`src/rtl/clk_div_pkg.sv`:
```
// clk_div_pkg: shared state encoding and default width for the programmable clock divider
package clk_div_pkg;
  typedef enum logic [1:0] {IDLE, RUN, STOP} state_t;
  localparam int CNT_W_DEF = 16;
endpackage

```
`src/rtl/clk_div_chan.sv`:
```
// clk_div_chan: one divider channel with shadowed divisor reload, clean stop and phase sync
module clk_div_chan
  import clk_div_pkg::*;
#(
  parameter int CNT_W = CNT_W_DEF
) (
  input  logic             clk,
  input  logic             rst_n,
  input  logic             en,
  input  logic             load,
  input  logic             sync,
  input  logic [CNT_W-1:0] div_in,
  output logic             clk_d,
  output logic             tick,
  output logic             busy
);
  state_t state_q, state_d;
  logic [CNT_W-1:0] shadow_q, shadow_d, active_q, active_d, count_q, count_d, next_div;
  logic clk_d_q, clk_d_d, tick_q, tick_d, tc;
  always_comb begin
    next_div = load ? div_in : shadow_q;
    tc = count_q == active_q;
    shadow_d = next_div;
    state_d = state_q;
    active_d = active_q;
    count_d = count_q;
    clk_d_d = clk_d_q;
    tick_d = 1'b0;
    if (state_q == IDLE) begin
      count_d = '0;
      clk_d_d = 1'b0;
      state_d = en ? RUN : IDLE;
      active_d = en ? next_div : active_q;
    end else if (sync) begin
      count_d = '0;
      clk_d_d = 1'b0;
      active_d = next_div;
      state_d = state_q == STOP ? IDLE : RUN;
    end else begin
      count_d = tc ? '0 : count_q + 1'b1;
      clk_d_d = clk_d_q ^ tc;
      tick_d = tc;
      active_d = tc ? next_div : active_q;
      state_d = en ? RUN : (state_q == STOP && tc && clk_d_q) ? IDLE : STOP;
    end
  end
  always_ff @(posedge clk or negedge rst_n) begin
    if (!rst_n) begin
      state_q <= IDLE;
      shadow_q <= '0;
      active_q <= '0;
      count_q <= '0;
      clk_d_q <= 1'b0;
      tick_q <= 1'b0;
    end else begin
      state_q <= state_d;
      shadow_q <= shadow_d;
      active_q <= active_d;
      count_q <= count_d;
      clk_d_q <= clk_d_d;
      tick_q <= tick_d;
    end
  end
  assign clk_d = clk_d_q;
  assign tick = tick_q;
  assign busy = state_q != IDLE;
endmodule

```
`src/rtl/clk_div_prog.sv`:
```
// clk_div_prog: NUM_CH independent programmable clock dividers; CLK_DIV_SYNC_EN adds a phase-align sync input
module clk_div_prog
  import clk_div_pkg::*;
#(
  parameter int NUM_CH = 4,
  parameter int CNT_W  = CNT_W_DEF
) (
  input  logic                    clk,
  input  logic                    rst_n,
`ifdef CLK_DIV_SYNC_EN
  input  logic                    sync,
`endif
  input  logic [NUM_CH-1:0]       en,
  input  logic [NUM_CH-1:0]       load,
  input  logic [NUM_CH*CNT_W-1:0] div_in,
  output logic [NUM_CH-1:0]       clk_d,
  output logic [NUM_CH-1:0]       tick,
  output logic [NUM_CH-1:0]       busy
);
  logic sync_w;
`ifdef CLK_DIV_SYNC_EN
  assign sync_w = sync;
`else
  assign sync_w = 1'b0;
`endif
  for (genvar i = 0; i < NUM_CH; i++) begin : g_ch
    clk_div_chan #(.CNT_W(CNT_W)) u_chan (
      .clk    (clk),
      .rst_n  (rst_n),
      .en     (en[i]),
      .load   (load[i]),
      .sync   (sync_w),
      .div_in (div_in[i*CNT_W +: CNT_W]),
      .clk_d  (clk_d[i]),
      .tick   (tick[i]),
      .busy   (busy[i])
    );
  end
endmodule

```
`config.mk`:
```
export PLATFORM = sky130hd
export DESIGN_NAME = clk_div_prog
export DESIGN_NICKNAME = d
export VERILOG_FILES = /design/src/rtl/clk_div_pkg.sv /design/src/rtl/clk_div_chan.sv /design/src/rtl/clk_div_prog.sv
export SDC_FILE = /design/constraint.sdc
export NUM_CORES = 1
export LEC_CHECK = 0
export ABC_CLOCK_PERIOD_IN_PS = 3600
export CAP_MARGIN = 20
export CORE_MARGIN = 8
export CORE_UTILIZATION = 57
export DETAILED_ROUTE_END_ITERATION = 7
export GPL_ROUTABILITY_DRIVEN = 1
export PLACE_DENSITY = 0.79
export SLEW_MARGIN = 5
export SYNTH_ARGS = -nofsm -noshare
export SYNTH_HDL_FRONTEND = slang
export SYNTH_SLANG_ARGS = --single-unit
```
`constraint.sdc`:
```
create_clock -name clk -period 3.6 [get_ports clk]
set_input_delay 0.9 -clock clk [delete_from_list [all_inputs] [get_ports clk]]
set_output_delay 0.9 -clock clk [all_outputs]
set_load 0.02 [all_outputs]
```
=== After elaboration in Yosys (flattened, before gate mapping) ===
Cells that the tools add are included.

* Reduce and logical (&&, ||, !) cells: 24
* Add/sub/neg operators: 4
* Mux-type cells: 48
* Equal/unequal tests: 12
* Bitwise gates (word level): 4

{| class="wikitable"
|+ Operators by type and width
! operator !! number
|-
| 16-bit 2-to-1 mux || 24
|-
| 16-bit by 1-bit adder with 16-bit output (second input constant) || 4
|-
| 16-bit == test || 4
|-
| 2-bit 2-to-1 mux || 12
|-
| 2-bit nonzero test || 8
|-
| 1-bit 2-to-1 mux || 12
|-
| 2-bit == test (second input constant) || 4
|-
| 1-bit logical AND || 8
|-
| 2-bit logical NOT || 4
|-
| 2-bit != test (second input constant) || 4
|-
| 2-bit AND reduction || 4
|-
| 1-bit XOR || 4
|}

* Bits in registers: 208
* Input port bits: 74

=== Logic depth before layout (Yosys ltp) ===
* Word-level depth: 6
* Gate-level depth with buffers: 6

=== Cells and area by module ===
A second synthesis with hierarchy kept.

* Cell total of the unflattened synthesis: 705
* Area, all modules: 9327.7 um^2

{| class="wikitable"
|+ Modules (own cells, without submodules)
! module !! sequential area each (um^2) !! instances !! area an instance (um^2) !! cells an instance
|-
| clk_div_chan || 1301.2 || 4 || 2331.0 || 176
|-
| clk_div_prog || 0.0 || 1 || 3.8 || 1
|}

=== Worst setup path after synthesis ===
No wires, ideal clock.

* Path kind: input to register
* Start point: in load[3]
* End point: reg g_ch[3].u_chan.active_q[0]
* Slack: 1.350 ns
* Stages on the path: 4
* Data arrival time: 2.125 ns
* Cells stage by stage: clkbuf_1 > buf_1 > mux2_2 > mux2_2

* Cells in the longest elaborated chain, start to end: 3

{| class="wikitable"
|+ Ends and longest elaborated chain
! what !! RTL line !! RTL
|-
| start, declared || clk_div_prog.sv:14 || <nowiki>input logic [NUM_CH-1:0] load,</nowiki>
|-
| 16-bit 2-to-1 mux * || clk_div_chan.sv:21 || <nowiki>next_div = load ? div_in : shadow_q;</nowiki>
|-
| 16-bit 2-to-1 mux, on equally long branches || clk_div_chan.sv:43, clk_div_chan.sv:33 ||
|-
| 16-bit 2-to-1 mux * || clk_div_chan.sv:29 || <nowiki>if (state_q == IDLE) begin</nowiki>
|-
| named net g_ch[3].u_chan.active_d[0] || clk_div_chan.sv:18 || <nowiki>logic [CNT_W-1:0] shadow_q, shadow_d, active_q, active_d, count_q, count_d, next_div;</nowiki>
|-
| end signal, assigned || clk_div_chan.sv:58 || <nowiki>active_q <= active_d;</nowiki>
|-
| end, declared || clk_div_chan.sv:18 ||
|}

The timed path passes the listed nets; every way through them passes the cells marked *. The select of a mux whose other input is x is not followed.
A chain may end at the register's enable or synchronous reset.

=== Final worst setup path ===
* Start point: reg g_ch[1].u_chan.state_q[0]
* End point: out busy[1]

* Cells in the longest elaborated chain, start to end: 1

{| class="wikitable"
|+ Ends and longest elaborated chain
! what !! RTL line !! RTL
|-
| start, declared || clk_div_chan.sv:17 || <nowiki>state_t state_q, state_d;</nowiki>
|-
| start signal, assigned || clk_div_chan.sv:56 || <nowiki>state_q <= state_d;</nowiki>
|-
| 2-bit nonzero test || clk_div_chan.sv:66 || <nowiki>assign busy = state_q != IDLE;</nowiki>
|-
| end, declared || clk_div_prog.sv:18 || <nowiki>output logic [NUM_CH-1:0] busy</nowiki>
|}

Every way passes these cells.

==> impl_metrics.toml <==
[floorplanning]
core_region_area_um2 = 15890
fp.dieW_um = 143.4
start_util_pct = 58.23
num_rows = 46
pin_count = 86
die-area_um2 = 20560
die_y_um = 143.4

[placement]
placed_cell_area_um2 = 10190
port_buffers = 85
post-dp-hpwl_mm = 11.88
gp_congestion = 0.8094
dp_cells = 976
dp_slack_ns = 0.8611

[global_route]
antenna_found_initial = 0
grt_use_total_pct = 17.58
overflow = 0
grt_max_degree = 100
globalRouteMet1Util_pct = 23.12
grt_pass1_wl_mm = 29.49
grt-busiest-layer = "met2"
met2_usage_pct = 29.64
grtUsageMet3_pct = 3.583
first_global_vias = 5932

[logic_synthesis]
ys_seq_area_share_pct = 56.27
syn_area_per_cell_um2 = 13.20
yosys_warnings = 0
synth_cell_type_count = 30
synth_nets = 779
synth_cells = 701
synth_area_um2 = 9250
synth_seq_cells = 208

[hold_path]
hp-class = "input port to asynchronous set/reset pin"

[detailed_routing]
drtPass1Iterations = 4
wire_per_inst_um = 17.00
vias = 5370
via_per_inst = 5.291
routed_wl_mm = 17.26
drt_iter0_markers = 322
ant_nets = 0
drc = 0

[run_status]
status = "finished, final reports clean"

[pwr]
ir_drop_mv = 0.4443
power.total_mw = 6.126
p_leak_nw = 4.973
power.density_nw_per_um2 = 557.6

[setup_path]
path_cells = "nor2_1 > inv_1 > clkdlybuf4s50_1"
critPathMaxFanout = 6
cpPeakStageDelay_ns = 0.58
cp.arrival_ns = 1.98
cp.buffers_inverters = 2
critical_path_required_ns = 2.70
path_delay_family = "buffers and inverters"
worstSetupStartpointType = "register"
crit_type = "register to output port"
setup.worst_path.end_class = "output port"
cpMaxStageDelayCell = "clkdlybuf4s50_1"

[timing]
fin_crit_ns = 2.879
max-slew-margin-rel_pct = 47.07
tightest_slew_ns = 0.7914
fmax_mhz = 347.3
hold_viol = 0
setup-violations-final = 0
finalMaxSlewViolations = 0
setup_ws_ns = 0.7210
period_share_pct = 79.97
rsz0062_at_grt = "no"
tns_ns = 0
skew_ns = 0.01081
holdWs_ns = 0.4926

[cells_and_area]
final_common_cell = "dfrtp_1"
diodes = 0
drive_gt1_share_pct = 22.40
instances_no_fill = 1015
fin_area_um2 = 10990
syn_to_final_growth_pct = 18.76
fin_util_pct = 69.16
nNetsFinal = 862
final_cell_mix = "dfrtp_1 (208), xor2_1 (101), mux2_2 (88), clkdlybuf4s50_1 (84), nor2_1 (83)"

[cts]
cts-root-buf = "clkbuf_16"
clkSlewWorstSetupHoldPaths_ns = 0.06
cts_setup_buffers = 0
cts_htree_levels = 1
numCtsBuffers = 22
clockBufferDepth = 3
post_cts_resized = 0
cts_tree = "yes"
clock_latency_ns = 0.49
cts_hold_buf = 0
cts_sinks = 208

[job]
drv_cap = 0
-- final timing paths --
path,cells past startpoint,startpoint,slack [ns],endpoint
min reg2reg,1,g_ch[3].u_chan.shadow_q[15],0.49,g_ch[3].u_chan.shadow_q[15]
min,1,rst_n,0.49,g_ch[2].u_chan.active_q[2]
min in group clk,1,g_ch[3].u_chan.shadow_q[15],0.49,g_ch[3].u_chan.shadow_q[15]
max,3,g_ch[1].u_chan.state_q[0],0.72,busy[1]
max in group asynchronous,2,rst_n,2.33,g_ch[0].u_chan.shadow_q[8]
max reg2reg,5,g_ch[3].u_chan.count_q[9],1.03,g_ch[3].u_chan.active_q[15]
-- registers in the layout, indices dropped and copies added (netlist names) --
signal / flops
g_ch.u_chan.active_q: 64
g_ch.u_chan.count_q: 64
g_ch.u_chan.shadow_q: 64
g_ch.u_chan.state_q: 8
g_ch.u_chan.clk_d: 4
g_ch.u_chan.tick: 4
-- cell usage after synthesis (all sizes together) --
cell type  count  area, um^2
dfrtp        208        5205
mux2         128        1592
xor2         101       884.6
nor2          83       311.6
buf           24       212.7
nand3         23       115.1
xnor2         23       201.4
nand2         22       82.58
nor4          17       118.9
nand4         13       106.4
and3          12       76.33
and4           9       80.08
inv            9       33.78
nor3           8       40.04
clkbuf         5       18.77
ha             4       50.05
nor3b          4       30.03
o21ai          4       65.06
and2           2       12.51
nand2b         1       6.260
nand3b         1       7.510
-- where the power goes --
group	leakage [nW]	internal, mW	switching (mW)
Sequential	2.59	2.64	0.241
Combinational	1.99	0.491	0.328
Clock	0.392	1.55	0.876
Total	4.97	4.68	1.45
-- logic make-up (layout without fill, tap and decap cells) --
| family | Yosys count | in the layout | share of synthesized area (%) |
|---|---|---|---|
| and+or+nand+nor | 195 | 195 | 10.67 |
| xor gates and xnor gates | 124 | 124 | 11.74 |
| DFF | 208 | 208 | 56.27 |
| AOI/OAI and AO/OA | 4 | 4 | 0.7033 |
| buffers and inverters | 38 | 136 | 2.868 |
| muxes | 128 | 128 | 17.21 |
| adders and majority gates | 4 | 4 | 0.5411 |
-- metal layers --
| layer | vias up | wire, um |
|---|---|---|
| met5 | - | 0 |
| met4 | 0 | 242 |
| met1 | 2714 | 7702 |
| li1 | 2546 | - |
| met3 | 22 | 761 |
| met2 | 88 | 8551 |
-- cell type report --
type / count / area (um^2)
Clock inverter: 7 / 135.1
Multi-Input combinational cell: 455 / 3780
Sequential cell: 208 / 5205
Tap cell: 216 / 270.3
Inverter: 9 / 33.78
Fill cell: 1129 / 4900
Timing Repair Buffer: 88 / 902.1
Clock buffer: 32 / 659.4
Power figures use the tool's default switching activity.
